--- src/rtl/vx_cache_perf_agg.sv ---
// vx_cache_perf_agg: per-cache performance event aggregator.
// Popcounts per-bank event strobes, accumulates them into per-event counters
// with optional saturation and sticky overflow flags, and exposes
// read-and-clear snapshots through a valid/ready handshake.
module vx_cache_perf_agg #(
  parameter int NUM_BANKS  = 4,
  parameter int NUM_EVENTS = 8,
  parameter int CTR_BITS   = 44,
  parameter int SATURATE   = 1
) (
  input  logic                           clk,
  input  logic                           reset,
  input  logic                           enable,
  input  logic [NUM_BANKS*NUM_EVENTS-1:0] bank_events,
  input  logic                           clear,
  input  logic                           snap_req,
  output logic                           snap_valid,
  input  logic                           snap_ready,
  output logic [NUM_EVENTS*CTR_BITS-1:0] snap_data,
  output logic [NUM_EVENTS*CTR_BITS-1:0] counters,
  output logic [NUM_EVENTS-1:0]          overflow
);

  localparam int IW = $clog2(NUM_BANKS + 1);

  typedef enum logic {
    ST_IDLE = 1'b0,
    ST_HOLD = 1'b1
  } state_t;

  logic [IW-1:0]                  inc_d [NUM_EVENTS];
  logic [IW-1:0]                  inc_q [NUM_EVENTS];
  logic [CTR_BITS:0]              sum   [NUM_EVENTS];
  logic [CTR_BITS-1:0]            ctr_d [NUM_EVENTS];
  logic [CTR_BITS-1:0]            ctr_q [NUM_EVENTS];
  logic [NUM_EVENTS-1:0]          ovf_d;
  logic [NUM_EVENTS-1:0]          ovf_q;
  logic [NUM_EVENTS*CTR_BITS-1:0] ctr_d_flat;
  logic [NUM_EVENTS*CTR_BITS-1:0] ctr_q_flat;
  logic [NUM_EVENTS*CTR_BITS-1:0] snap_q;
  logic                           valid_q;
  state_t                         state_q;

  // Popcount of each event's strobes across all banks.
  always_comb begin
    for (int e = 0; e < NUM_EVENTS; e++) begin
      inc_d[e] = '0;
      for (int b = 0; b < NUM_BANKS; b++) begin
        inc_d[e] = inc_d[e] + IW'(bank_events[b*NUM_EVENTS+e]);
      end
    end
  end

  // Stage 1: register per-event increments; disabled or clearing cycles contribute nothing.
  always_ff @(posedge clk or posedge reset) begin
    if (reset) begin
      for (int e = 0; e < NUM_EVENTS; e++) inc_q[e] <= '0;
    end else begin
      for (int e = 0; e < NUM_EVENTS; e++) begin
        inc_q[e] <= (clear || !enable) ? '0 : inc_d[e];
      end
    end
  end

  // Next counter value before the clear mux; the extra sum bit is the overflow carry.
  always_comb begin
    for (int e = 0; e < NUM_EVENTS; e++) begin
      sum[e] = {1'b0, ctr_q[e]} + {{(CTR_BITS + 1 - IW){1'b0}}, inc_q[e]};
      if (sum[e][CTR_BITS]) begin
        ctr_d[e] = (SATURATE != 0) ? {CTR_BITS{1'b1}} : sum[e][CTR_BITS-1:0];
        ovf_d[e] = 1'b1;
      end else begin
        ctr_d[e] = sum[e][CTR_BITS-1:0];
        ovf_d[e] = ovf_q[e];
      end
    end
  end

  // Flatten next and live counters into the packed output layout.
  always_comb begin
    ctr_d_flat = '0;
    ctr_q_flat = '0;
    for (int e = 0; e < NUM_EVENTS; e++) begin
      ctr_d_flat[e*CTR_BITS +: CTR_BITS] = ctr_d[e];
      ctr_q_flat[e*CTR_BITS +: CTR_BITS] = ctr_q[e];
    end
  end

  // Stage 2: accumulate; clear wins over the increment.
  always_ff @(posedge clk or posedge reset) begin
    if (reset) begin
      for (int e = 0; e < NUM_EVENTS; e++) ctr_q[e] <= '0;
      ovf_q <= '0;
    end else if (clear) begin
      for (int e = 0; e < NUM_EVENTS; e++) ctr_q[e] <= '0;
      ovf_q <= '0;
    end else begin
      for (int e = 0; e < NUM_EVENTS; e++) ctr_q[e] <= ctr_d[e];
      ovf_q <= ovf_d;
    end
  end

  // Snapshot FSM: capture pre-clear next value on request, hold until accepted.
  always_ff @(posedge clk or posedge reset) begin
    if (reset) begin
      state_q <= ST_IDLE;
      valid_q <= 1'b0;
      snap_q  <= '0;
    end else begin
      case (state_q)
        ST_IDLE: begin
          if (snap_req) begin
            snap_q  <= ctr_d_flat;
            valid_q <= 1'b1;
            state_q <= ST_HOLD;
          end
        end
        ST_HOLD: begin
          if (snap_ready) begin
            valid_q <= 1'b0;
            state_q <= ST_IDLE;
          end
        end
        default: begin
          valid_q <= 1'b0;
          state_q <= ST_IDLE;
        end
      endcase
    end
  end

  assign snap_valid = valid_q;
  assign snap_data  = snap_q;
  assign counters   = ctr_q_flat;
  assign overflow   = ovf_q;

endmodule

--- config.mk ---
export PLATFORM = sky130hd
export DESIGN_NAME = vx_cache_perf_agg
export DESIGN_NICKNAME = d
export VERILOG_FILES = /design/src/rtl/vx_cache_perf_agg.sv
export SDC_FILE = /design/constraint.sdc
export NUM_CORES = 2
export LEC_CHECK = 0
export CORE_AREA = 2 2 289 291
export CTS_CLUSTER_DIAMETER = 50
export DETAILED_ROUTE_END_ITERATION = 8
export DIE_AREA = 0 0 291 293
export PLACE_DENSITY = 0.78
export SYNTH_ARGS = -nofsm -noshare
export SYNTH_HDL_FRONTEND = slang
export SYNTH_SLANG_ARGS = --single-unit
--- constraint.sdc ---
create_clock -name clk -period 34.1 [get_ports clk]
set_clock_uncertainty 0.05 [all_clocks]
set_input_delay 3.41 -clock clk [delete_from_list [all_inputs] [get_ports clk]]
set_output_delay 3.41 -clock clk [all_outputs]
set_load 0.05 [all_outputs]
# Word-level counts from Yosys, hierarchy flattened
# Cells that the tools add are included.
# word_totals
register_bits,738
in_bits,38
out_inout_bits,713
elab_cells,106
# op_classes
addsub,32
eq_ne,2
mux,32
bitwise,1
reduce_logical,12
# ops
cell,n
44-bit by 3-bit adder with 45-bit output,8
352-bit 2-to-1 mux,1
44-bit 2-to-1 mux,8
2-bit by 1-bit adder with 3-bit output,8
3-bit by 1-bit adder with 3-bit output,8
3-bit 2-to-1 mux,8
1-bit by 1-bit adder with 2-bit output,8
2-bit nonzero test,8
1-bit 2-to-1 mux,12
8-bit 2-to-1 mux,1
"2-bit != test, second input constant",2
1-bit case mux with 2 select lines,2
2-bit AND reduction,2
1-bit zero test,1
1-bit logical OR,1
1-bit inverter,1

# Logic depth before layout (Yosys ltp)
# depth
depth_word,4
mapped_depth,11

# Least setup slack after synthesis
# OpenSTA, ideal clock, no wires.
# synth_timing
path_kind,input port to flip-flop
start,input snap_req
end,register state_q
arrival_time_ps,4722
setup_slack_ps,29186
stages,6
n_path_buf,4
cell_sequence,nand2_1 clkbuf_1 clkbuf_1 buf_1 clkbuf_1 o21ai_0
# synth_via
elab_chain_cells,2
# synth_lines
element,line_no,source
from (decl),16,"input logic snap_req,"
1-bit 2-to-1 mux,112,if (snap_req) begin
1-bit case mux with 2 select lines,110,case (state_q)
to (signal assigned),106,state_q <= ST_IDLE;
to (signal assigned),115,state_q <= ST_HOLD;
to (signal assigned),121,state_q <= ST_IDLE;
to (decl),42,state_t state_q;
# Every way passes these cells.
# A chain may end at the register's enable or synchronous reset.

==> summary.md <==
| Metric | Value |
|---|---|
| # setup viols final | 0 |
| Synth Area in Adders | under 10% |
| Routability Congestion | roughly 0.95 |
| Fmax | approximately 0.13 GHz |
| Synth Area in Simple Gates | a little over a fifth |
| Yosys cell types | just under 70 |
| Pin count of the biggest net entering global routing | 142 |
| Yosys top cell by area | dfrtp_1 |
| Syn_nets | roughly 3600 |
| CP arrival | just over 8 ns |
| Layout cells sized above 1 | under 10% |
| Final TNS setup | 0 ns |
| Via count | just under 30000 |
| Post-synthesis compound-gate area fraction | 10.1% |
| Hold_buf cts | 0 |
| Tcrit/Tclk final | between 20 and 25% |
| Max-cap violations | 0 |
| Sequential share of power | a little over two fifths |
| RSZ-0062 raised after global routing | false |
| CP max-delay cell | buf_4 |
| Largest family of logic cells by synthesized area | simple AND/OR/NAND/NOR gates |
| VDD IR max | 0.0000363 V |
| Initial antenna violation count | 2 |
| Sequential share of the synthesized area | between 50% and 60% |
| Mean Syn Cell Area | slightly below 10 sq um |
| Cell Area, Synth | between 30000 and 40000 sq um |
| Nets | 4248 |
| Vias/cell | ~5.6 |
| Leakage | 18.9 nW |
| Most frequent cell on the critical path | buf_4 |
| Least-Margin Pin Slew | 1.23 ns |
| Clk Latency, worst-skew pair | around 0.64 ns |
| IO Pins | ~750 |
| Ys async rst share | 100% |
| Chip width | 291 um |
| Count leader, synth | dfrtp_1 |
| CP Max Fanout | between 100 and 150 |
| Setup WS pre-CTS | between 20 and 30 ns |
| Clock transition at the registers of the reported paths | approximately 0.060 ns |
| Final wirelength | ~110 mm |
| Die Height | 293 um |
| YS warnings | 0 |
| CTS Root Cell | clkbuf_16 |
| Internal Power | between 1.5 and 2 mW |
| Crit start category | input port |
| Max_slew headroom | roughly 18% |
| Setup Buffers After CTS | 0 |
| Psw | around 0.70 mW |
| First-pass GRT wire length | around 170 mm |
| Critical-path cell list | clkdlybuf4s50_1, inv_8, buf_4, buf_4, buf_4, buf_4 |
| Hpwl dp | between 80 and 90 mm |
| Synth Area in XOR/XNOR | between 6 and 7% |
| CTS Buf Count | 86 |
| Final slew viol count | 0 |
| Tmin final | about 7.6 ns |
| Core area | approximately 80000 sq um |
| Crit. End Element | async pin |
| Worst stage delay on the critical path | about 0.9 ns |
| Htree depth | 3 |
| Clock sink count | roughly 740 |
| Die ar. | 85300 sq um |
| Port bufs | 750 |
| First DRT Iteration DRCs | between 2000 and 3000 |
| Final ANT Viol Nets | 0 |
| Area Overhead vs Synth | 34.0% |
| PD cells | between 50 and 60 nW/um^2 |
| Synth top area share | around 55% |
| Tot GR Track Use | about a quarter |
| Post-cts repair resize count | 0 |
| Clk pwr share | approximately two fifths |
| Cell count after synthesis | ~3500 |
| Starting Density | about two fifths |
| EDFF count, synth | 0 |
| Sw frac | a little under a third |
| Ys flop type | dfrtp_1 |
| Combinational Power Share | between 10% and 20% |
| Synth top area cells | dfrtp_1 (55%), nor2_1 (6.9%), a21oi_1 (4.5%) |
| Run status | completed |
| Final Power | roughly 2.3 mW |
| Maximum clock path buffer count | 3 |
| Fillers | slightly above 7000 |
| Required @ worst endpoint | between 30 and 40 ns |
| Vias in the first global route | between 20000 and 30000 |
| Std cell rows | approximately 110 |
| Fin. Hold Viols | 0 |
| Per-cell routed wire length | between 20 and 25 um |
| Min-delay worst type | reg2reg |
| Gr ovfl total | 0 |
| Pre-Repair DR Iteration Count | 7 |
| DR DRC count | 0 |
| #FFs+latches synth | between 700 and 800 |
| CTS tree | yes |
| Commonest cells post-synth | dfrtp_1 (738), nor2_1 (612), nand2_1 (352) |
| Setup WS post-layout | ~27 ns |
| Mux contribution to synthesized area | less than 1% |
| CP Class | in2async |
kinds of logic after synthesis:
logic type | after synthesis
mux | 25
buf+inv | 216
simple gates | 1545
flops | 738
compound gates | 619
fa+ha+maj | 56
xor+xnor | 265
layer usage:
| layer | GRT usage [%] | part of all wire [%] |
|---|---|---|
| met1 | 33.3 | 39 |
| met2 | 41.4 | 47 |
| met3 | 5.36 | 8.2 |
| met4 | 14.9 | 6.3 |
| met5 | 0 | 0 |
cell type report:
| class | instances | area (sq um) | area share [%] |
|---|---|---|---|
| Timing Repair Buffer | 782 | 7750 | 17.3 |
| Multi-Input combinational cell | 2510 | 14100 | 31.5 |
| Antenna cell | 1 | 2.50 | 0.00559 |
| Clock inverter | 45 | 532 | 1.19 |
| Sequential cell | 738 | 18500 | 41.3 |
| Inverter | 36 | 143 | 0.319 |
| Clock buffer | 113 | 2410 | 5.40 |
| Tap cell | 1070 | 1340 | 2.99 |
registers in the layout, summed over array words and instances, names as in the netlist:
register	flops
inc_q	24
snap_valid	1
snap_data	352
counters	352
overflow	8
state_q	1
per-stage QoR:
stage / hold WS [ns] / utilization, % / cells / instance area, sq um
after detailed placement: 0.420 / 51.1 / 5136 / 41800
after CTS: 0.433 / 54.7 / 5294 / 44700
after global placement: 0.412 / 51.1 / 5136 / 41800
final: 0.426 / 54.7 / 5295 / 44700
after floorplan: 0.396 / - / 3464 / 33400
after global routing: 0.454 / 54.7 / 5295 / 44700
power groups by stage:
stage	combinational, mW	clock, mW	sequential [mW]
floorplan	0.0881	0	1.12
global placement	0.381	0	0.971
detailed placement	0.385	0	0.970
CTS	0.387	0.960	0.956
global route	0.405	0.998	0.960
finish	0.384	0.946	0.956
worst max-delay path: cells and delay by family:
kind	cells	cell delay, ns
buffers and inverters	6	4.42
cell usage in the layout, fill, tap and decap left out, drive strengths merged, types with 70 or more instances in the layout:
cell type / Yosys / final
dfrtp: 738 / 738
nor2: 615 / 615
nand3: 131 / 131
xor2: 131 / 131
nor3: 70 / 70
xnor2: 134 / 134
a21oi: 297 / 297
o21ai: 220 / 220
clkbuf: 149 / 113
nand4: 121 / 121
clkdlybuf4s50: 0 / 749
nand2: 352 / 352
path summary, 6_finish.rpt:
path | from | to | slack [ns] | depth (start not counted)
worst max-delay path | reset | snap_data[119] | 26.54 | 6
worst min-delay path | snap_data[164] | snap_data[164] | 0.43 | 2
worst max register to register | counters[44] | counters[79] | 30.29 | 8
worst min register to register | snap_data[164] | snap_data[164] | 0.43 | 2
max in group clk | snap_req | snap_data[161] | 27.49 | 7
min in group asynchronous | reset | inc_q[3] | 3.32 | 2
(Power assumes the default switching activity.)
